[src/rtl/merge_sorter_pkg.sv]
`default_nettype none
// +--------------------------------------------------------------------------+
// | Module      : merge_sorter_pkg                                           |
// | Description : Shared state encoding and width helpers for the merge      |
// |               sorter sequencer and its merge pass scheduler.             |
// | Ports       : none (package)                                             |
// | Revision    : 1.0 - initial release                                      |
// +--------------------------------------------------------------------------+
package merge_sorter_pkg;

  typedef logic [2:0] state_t;

  localparam state_t S_IDLE        = 3'd0;
  localparam state_t S_LOAD        = 3'd1;
  localparam state_t S_DRAIN       = 3'd2;
  localparam state_t S_MERGE_ISSUE = 3'd3;
  localparam state_t S_MERGE_WAIT  = 3'd4;
  localparam state_t S_DONE        = 3'd5;

  // Width able to hold every length 0..max_len inclusive.
  function automatic int calc_lw(input int max_len);
    return $clog2(max_len + 1);
  endfunction

  // Width able to hold every chunk count 0..max_len/chunk inclusive.
  function automatic int calc_cw(input int max_len, input int chunk);
    return $clog2(max_len / chunk + 1);
  endfunction

endpackage
`default_nettype wire

[src/rtl/merge_pass_scheduler.sv]
`default_nettype none
// +--------------------------------------------------------------------------+
// | Module      : merge_pass_scheduler                                       |
// | Description : Owns the sorted run length and the merge_start/merge_done  |
// |               handshake. Doubles the run length after every pass and     |
// |               flags the pass whose doubled length covers the sort.       |
// | Ports       : clock_i/reset_i, abort_i, clear_i (zero run length),       |
// |               init_i (load first run length), issue_i/wait_i (sequencer  |
// |               state), merge_done_i, len_i -> merge_start_o,              |
// |               run_length_o, pass_next_o, pass_final_o                    |
// | Revision    : 1.0 - initial release                                      |
// +--------------------------------------------------------------------------+
module merge_pass_scheduler #(
  parameter int LW         = 9,
  parameter int CHUNK_SIZE = 8
) (
  input  logic          clock_i,
  input  logic          reset_i,
  input  logic          abort_i,
  input  logic          clear_i,
  input  logic          init_i,
  input  logic          issue_i,
  input  logic          wait_i,
  input  logic          merge_done_i,
  input  logic [LW-1:0] len_i,
  output logic          merge_start_o,
  output logic [LW-1:0] run_length_o,
  output logic          pass_next_o,
  output logic          pass_final_o
);

  logic [LW-1:0] run_length_q, run_length_d;
  logic          merge_start_q, merge_start_d;
  logic [LW:0]   w_run_next;
  logic          w_step;

  // One extra bit so the doubled length is never wrapped before comparing.
  assign w_run_next = {1'b0, run_length_q} << 1;
  assign w_step     = wait_i & merge_done_i & ~abort_i;

  assign pass_final_o = w_step & (w_run_next >= {1'b0, len_i});
  assign pass_next_o  = w_step & ~pass_final_o;

  // The pulse is registered from the issue cycle so that both the drain
  // exit and a pass completion reach merge_start two cycles later.
  assign merge_start_o = merge_start_q & ~abort_i;
  assign run_length_o  = run_length_q;

  always_comb begin
    run_length_d  = run_length_q;
    merge_start_d = issue_i & ~abort_i;
    if (abort_i || clear_i) begin
      run_length_d = '0;
    end else if (init_i) begin
      run_length_d = LW'(CHUNK_SIZE);
    end else if (w_step) begin
      run_length_d = w_run_next[LW-1:0];
    end
  end

  always_ff @(posedge clock_i or posedge reset_i) begin
    if (reset_i) begin
      run_length_q  <= '0;
      merge_start_q <= 1'b0;
    end else begin
      run_length_q  <= run_length_d;
      merge_start_q <= merge_start_d;
    end
  end

endmodule
`default_nettype wire

[src/rtl/merge_sorter_sequencer.sv]
`default_nettype none
// +--------------------------------------------------------------------------+
// | Module      : merge_sorter_sequencer                                     |
// | Description : Control sequencer for the merge sorter. Splits a run into  |
// |               CHUNK_SIZE chunks for the batcher, counts the sorted       |
// |               stream back (tlast on its final beat), then schedules the  |
// |               log2 merge passes and pulses done.                         |
// | Ports       : clock_i, reset_i (async), start_i, abort_i, data_length_i, |
// |               in_valid_i, sorted_valid_i, merge_done_i -> busy_o,        |
// |               n_chunks_o, chunk_size_o, chunk_last_o, sorted_last_o,     |
// |               merge_start_o, run_length_o, done_o, length_error_o        |
// | Revision    : 1.0 - initial release                                      |
// +--------------------------------------------------------------------------+
module merge_sorter_sequencer
  import merge_sorter_pkg::*;
#(
  parameter  int MAX_SORT_LENGTH = 256,
  parameter  int CHUNK_SIZE      = 8,
  localparam int LW              = calc_lw(MAX_SORT_LENGTH),
  localparam int CW              = calc_cw(MAX_SORT_LENGTH, CHUNK_SIZE)
) (
  input  logic          clock_i,
  input  logic          reset_i,
  input  logic          start_i,
  input  logic          abort_i,
  input  logic [LW-1:0] data_length_i,
  input  logic          in_valid_i,
  input  logic          sorted_valid_i,
  input  logic          merge_done_i,
  output logic          busy_o,
  output logic [CW-1:0] n_chunks_o,
  output logic [LW-1:0] chunk_size_o,
  output logic          chunk_last_o,
  output logic          sorted_last_o,
  output logic          merge_start_o,
  output logic [LW-1:0] run_length_o,
  output logic          done_o,
  output logic          length_error_o
);

  localparam int            C_CSH   = $clog2(CHUNK_SIZE);
  localparam logic [LW-1:0] C_CHUNK = LW'(CHUNK_SIZE);
  localparam logic [LW-1:0] C_MAX   = LW'(MAX_SORT_LENGTH);

  state_t        state_q, state_d;
  logic [LW-1:0] len_q, len_d, rem_q, rem_d;
  logic [LW-1:0] beat_cnt_q, beat_cnt_d, out_cnt_q, out_cnt_d;
  logic [CW-1:0] n_full_q, n_full_d, n_chunks_q, n_chunks_d;
  logic [CW-1:0] chunk_idx_q, chunk_idx_d;
  logic          err_q, err_d;

  logic [CW-1:0] w_len_full;
  logic [LW-1:0] w_len_rem, w_cur_chunk;
  logic          w_len_bad, w_start, w_chunk_last, w_last_chunk;
  logic          w_sorted_take, w_sorted_last, w_drain_done, w_done;
  logic          w_pass_next, w_pass_final;

  assign w_len_full = CW'(data_length_i >> C_CSH);
  assign w_len_rem  = data_length_i & LW'(CHUNK_SIZE - 1);
  assign w_len_bad  = (data_length_i > C_MAX);
  assign w_start    = (state_q == S_IDLE) & start_i & ~abort_i;

  // Only the chunk at index n_full can be partial, and only if rem != 0.
  assign w_cur_chunk  = (state_q != S_LOAD) ? '0 :
                        ((chunk_idx_q == n_full_q) && (rem_q != '0)) ? rem_q : C_CHUNK;
  assign w_chunk_last = (state_q == S_LOAD) & in_valid_i & (beat_cnt_q == w_cur_chunk - LW'(1));
  assign w_last_chunk = w_chunk_last & (chunk_idx_q == n_chunks_q - CW'(1));

  // The batcher may emit while loading is still in progress.
  assign w_sorted_take = ((state_q == S_LOAD) || (state_q == S_DRAIN)) &
                         sorted_valid_i & (out_cnt_q != len_q);
  assign w_sorted_last = w_sorted_take & (out_cnt_q == len_q - LW'(1));
  // Counting the closing beat itself keeps last-beat -> merge_start at two cycles.
  assign w_drain_done  = (state_q == S_DRAIN) & ((out_cnt_q == len_q) | w_sorted_last);

  assign w_done         = (state_q == S_DONE) & ~abort_i;
  assign busy_o         = (state_q != S_IDLE);
  assign done_o         = w_done;
  assign length_error_o = w_done & err_q;
  assign n_chunks_o     = n_chunks_q;
  assign chunk_size_o   = w_cur_chunk;
  assign chunk_last_o   = w_chunk_last & ~abort_i;
  assign sorted_last_o  = w_sorted_last & ~abort_i;

  merge_pass_scheduler #(
    .LW         (LW),
    .CHUNK_SIZE (CHUNK_SIZE)
  ) u_sched (
    .clock_i      (clock_i),
    .reset_i      (reset_i),
    .abort_i      (abort_i),
    .clear_i      (w_start),
    .init_i       (w_drain_done & (n_chunks_q != CW'(1))),
    .issue_i      (state_q == S_MERGE_ISSUE),
    .wait_i       (state_q == S_MERGE_WAIT),
    .merge_done_i (merge_done_i),
    .len_i        (len_q),
    .merge_start_o(merge_start_o),
    .run_length_o (run_length_o),
    .pass_next_o  (w_pass_next),
    .pass_final_o (w_pass_final)
  );

  always_comb begin
    state_d     = state_q;
    len_d       = len_q;
    rem_d       = rem_q;
    n_full_d    = n_full_q;
    n_chunks_d  = n_chunks_q;
    beat_cnt_d  = beat_cnt_q;
    chunk_idx_d = chunk_idx_q;
    out_cnt_d   = out_cnt_q;
    err_d       = err_q;
    if (abort_i) begin
      state_d     = S_IDLE;
      len_d       = '0;
      rem_d       = '0;
      n_full_d    = '0;
      n_chunks_d  = '0;
      beat_cnt_d  = '0;
      chunk_idx_d = '0;
      out_cnt_d   = '0;
      err_d       = 1'b0;
    end else begin
      if (w_sorted_take) begin
        out_cnt_d = out_cnt_q + LW'(1);
      end
      case (state_q)
        S_IDLE: begin
          if (start_i) begin
            len_d       = data_length_i;
            err_d       = w_len_bad;
            beat_cnt_d  = '0;
            chunk_idx_d = '0;
            out_cnt_d   = '0;
            if (w_len_bad || (data_length_i == '0)) begin
              // Nothing sensible to chunk: report straight away.
              rem_d      = '0;
              n_full_d   = '0;
              n_chunks_d = '0;
              state_d    = S_DONE;
            end else begin
              rem_d      = w_len_rem;
              n_full_d   = w_len_full;
              n_chunks_d = w_len_full + CW'(w_len_rem != '0);
              state_d    = S_LOAD;
            end
          end
        end
        S_LOAD: begin
          if (w_chunk_last) begin
            beat_cnt_d  = '0;
            chunk_idx_d = chunk_idx_q + CW'(1);
            if (w_last_chunk) begin
              state_d = S_DRAIN;
            end
          end else if (in_valid_i) begin
            beat_cnt_d = beat_cnt_q + LW'(1);
          end
        end
        S_DRAIN: begin
          if (w_drain_done) begin
            state_d = (n_chunks_q == CW'(1)) ? S_DONE : S_MERGE_ISSUE;
          end
        end
        S_MERGE_ISSUE: state_d = S_MERGE_WAIT;
        S_MERGE_WAIT: begin
          if (w_pass_final) begin
            state_d = S_DONE;
          end else if (w_pass_next) begin
            state_d = S_MERGE_ISSUE;
          end
        end
        S_DONE:  state_d = S_IDLE;
        default: state_d = S_IDLE;
      endcase
    end
  end

  always_ff @(posedge clock_i or posedge reset_i) begin
    if (reset_i) begin
      state_q     <= S_IDLE;
      len_q       <= '0;
      rem_q       <= '0;
      n_full_q    <= '0;
      n_chunks_q  <= '0;
      beat_cnt_q  <= '0;
      chunk_idx_q <= '0;
      out_cnt_q   <= '0;
      err_q       <= 1'b0;
    end else begin
      state_q     <= state_d;
      len_q       <= len_d;
      rem_q       <= rem_d;
      n_full_q    <= n_full_d;
      n_chunks_q  <= n_chunks_d;
      beat_cnt_q  <= beat_cnt_d;
      chunk_idx_q <= chunk_idx_d;
      out_cnt_q   <= out_cnt_d;
      err_q       <= err_d;
    end
  end

endmodule
`default_nettype wire

[config.mk]
export PLATFORM = sky130hd
export DESIGN_NAME = merge_sorter_sequencer
export DESIGN_NICKNAME = d
export VERILOG_FILES = /design/src/rtl/merge_sorter_pkg.sv /design/src/rtl/merge_pass_scheduler.sv /design/src/rtl/merge_sorter_sequencer.sv
export SDC_FILE = /design/constraint.sdc
export NUM_CORES = 1
export LEC_CHECK = 0
export ABC_CLOCK_PERIOD_IN_PS = 8150
export CORE_AREA = 5 5 87 89
export CTS_CLUSTER_SIZE = 14
export DETAILED_ROUTE_END_ITERATION = 10
export DIE_AREA = 0 0 92 94
export HOLD_SLACK_MARGIN = 0.06
export PLACE_DENSITY = 0.94
export REMOVE_ABC_BUFFERS = 1
export SYNTH_ARGS = -nofsm -noshare
export SYNTH_HDL_FRONTEND = slang
export SYNTH_SLANG_ARGS = --single-unit
[constraint.sdc]
create_clock -name clock_i -period 8.15 [get_ports clock_i]
set_input_delay 2.0375 -clock clock_i [delete_from_list [all_inputs] [get_ports clock_i]]
set_output_delay 2.0375 -clock clock_i [all_outputs]
set_load 0.05 [all_outputs]
==> results by group <==
Run status
  • Status: finished, final reports clean

Clock network
  • Post-CTS Setup Inserts: 0
  • CTS Hold Buffers Added: 0
  • Clock slew at the register clock pins of the worst setup and hold paths: 60 ps
  • CTS tree: done
  • Total CTS buffers: 9
  • H-tree lvl count: 3
  • Clock tree buffer depth: 2
  • Clock Sinks: 59
  • Post-CTS Resized: 0
  • Clock Latency Late Sink: 340 ps
  • Root Buffer: clkbuf_8

Floorplanning
  • Die Y: 94 um
  • Die ar.: around 8600 sq um
  • Io pins: 46
  • Row cnt: 30
  • Initial core utilization: between 50 and 60%
  • Core Footprint: 6680 sq um
  • Die width: 92 um

STA
  • Final Max Slew Viols: 0
  • Setup Skew: 5.43 ps
  • Fmax: 154 MHz
  • Final hold violation count: 0
  • Setup TNS: 0 ps
  • Tmin final: between 6000 and 7000 ps
  • Period utilisation layout: ~80%
  • Final setup violation count: 0
  • RSZ-0062 raised after global routing: false
  • Worst slew margin: 27.3%
  • Worst slew pin tran: ~1100 ps

Drt
  • M1 WL: ~4 mm
  • DRC: 0
  • Post-DR wirelength/cell: 17.6 um
  • Routed Antenna Nets: 0
  • Uppermost layer routed: met4
  • DR pass1 iterations: 8
  • WL met3: ~700 um
  • Via density: 6.34
  • DR iter-0 viols: 363
  • Vias: 3501
  • Routed met2 length: 4.62 mm
  • DRT Wirelength: a little under 10 mm

Layout
  • Most common cell after layout, fill and taps aside: dfrtp_1
  • Nets: 501
  • Layout area overhead: 15.4%
  • Most frequent cells in the layout: dfrtp_1, nor2_1, clkdlybuf4s50_1, nand2_1, xnor2_1
  • Layout cell share with drive strength beyond 1: around 6.6%
  • Antenna cell count: 0

Min path
  • Worst hold path class: reg -> reg

Global route
  • Total gr overflow: 0
  • First-pass GRT wire length: about 16 mm
  • Initial antenna violation count: 0
  • Largest net degree at the start of global routing: 60
  • Vias in the first global route: 3498
  • All-Layer GR Usage: between 20% and 30%

Yosys
  • Synthesized-area fraction occupied by ao, oa, aoi and oai cells: 13.1%
  • Post-Synth Adder-Cell Area: 5.41%
  • Yosys cell types: 58
  • Top FF cell, synth: dfrtp_1
  • XOR/XNOR Fraction of Synth Area: a little under an eighth
  • Post-synth ARST share: 100%
  • Post-synthesis instance area: 3930 sq um
  • Synth Area per Inst: 9.01 sq um
  • Yosys reg bits: 59
  • Largest family of logic cells by synthesized area: simple AND/OR/NAND/NOR gates
  • Seq/Total Area, Yosys: 37.6%
  • Mux cell area share after synthesis: around 2.9%
  • Syn Inst Count: 436
  • Post-synth EDFFs: 0
  • Total of warnings raised by yosys: 0
  • Simple-gate share of the synthesized area: 24.2%

Worst setup path
  • CP cell instances: clkdlybuf4s50_1 -> nand3_1 -> or4_1 -> a21oi_1 -> a31oi_1 -> nor4_1 -> clkdlybuf4s50_1
  • CP arrival: 4450 ps
  • Slowest cell delay on critical path: approximately 860 ps
  • CP max FO: 4
  • Setup CP Type: in -> out
  • CP required: 6110 ps
  • Slowest CP cell: clkdlybuf4s50_1
  • Crit path top cell by count: clkdlybuf4s50_1
  • Critical Path Sink Type: primary output
  • CP Launch Type: primary input

Place
  • IO Port Bufs: 37
  • Placer Congestion: 0.879
  • Post-DP HPWL: 6.78 mm

Job
  • Max_cap viols: 0

Power and ir drop
  • Power per Cell Area: around 240 nW/um^2
  • Tot Pwr: about 1100 uW
  • Pleak: 0.00195 uW
  • Worst vdd ir: 0.292 mV
-- synth_stat cells (12+ instances only) --
master	n	area share, %
nand3b_1	15	2.9
clkbuf_1	17	1.6
a21oi_1	12	1.5
xor2_1	16	3.6
dfrtp_1	59	38
o21ai_0	21	2.7
ha_1	17	5.4
nand3_1	20	2.5
xnor2_1	35	7.8
nor2_1	39	3.7
inv_1	22	2.1
nand2_1	36	3.4
-- cell families (layout without fill, tap and decap cells) --
group | Yosys count | in the layout
XOR/XNOR | 51 | 51
other | 1 | 8
adder cells (fa/ha/maj) | 17 | 17
flip-flops | 59 | 59
AND/OR/NAND/NOR | 177 | 177
multiplexers | 10 | 10
AO/OA/AOI/OAI | 73 | 73
buffers and inverters | 48 | 77
-- layout make-up --
cell class                 instances  area, sq um
clock buffer                      14          183
sequential                        59         1480
multi-input combinational        336         2270
inverter                          22         82.6
clock inverter                     1         30.0
fill                             512         2150
timing repair buffer              40          393
tap                               80          100
-- sequential cells by signal (all words and copies together) (netlist names) --
register / flops
rem_q: 3
out_cnt_q: 9
u_sched.run_length_o: 6
chunk_idx_q: 6
n_chunks_o: 6
err_q: 1
len_q: 9
state_q: 3
beat_cnt_q: 9
u_sched.merge_start_q: 1
n_full_q: 6
-- worst paths after layout --
kind / cells past startpoint / end / slack (ps) / start
min: 2 / err_q / 510 / err_q
max in group asynchronous: 3 / len_q[6] / 5410 / reset_i
min in group asynchronous: 3 / rem_q[2] / 2220 / reset_i
min reg2reg: 2 / err_q / 510 / err_q
max reg2reg: 11 / chunk_idx_q[1] / 4460 / state_q[2]
max: 7 / chunk_last_o / 1660 / in_valid_i
-- layer usage --
| metal | up-vias | track usage, % |
|---|---|---|
| li1 | 1593 | - |
| met1 | 1686 | 30.9 |
| met2 | 182 | 38.9 |
| met3 | 40 | 3.21 |
| met4 | 0 | 12.7 |
| met5 | - | 0 |
-- power by group --
part / internal (uW) / switching, uW
combinational: 161 / 261
clock: 173 / 113
sequential: 324 / 56.7
-- critical path: cells and delay by family --
| family | cells | cell delay [ps] |
|---|---|---|
| simple gates | 3 | 880 |
| buf+inv | 2 | 1350 |
| compound gates | 2 | 180 |
-- metrics by stage --
stage                     std cells  util (%)  setup slack [ps]  instance area, sq um  hold WS, ps
after global routing            552      67.8              1570                  4530          536
after floorplan                 417         -              1580                  3830          430
after global placement          537      64.7              1680                  4320          479
after detailed placement        537      64.7              1680                  4320          460
final                           552      67.8              1660                  4530          508
after CTS                       552      67.8              1670                  4530          508
Power figures use the tool's default switching activity.
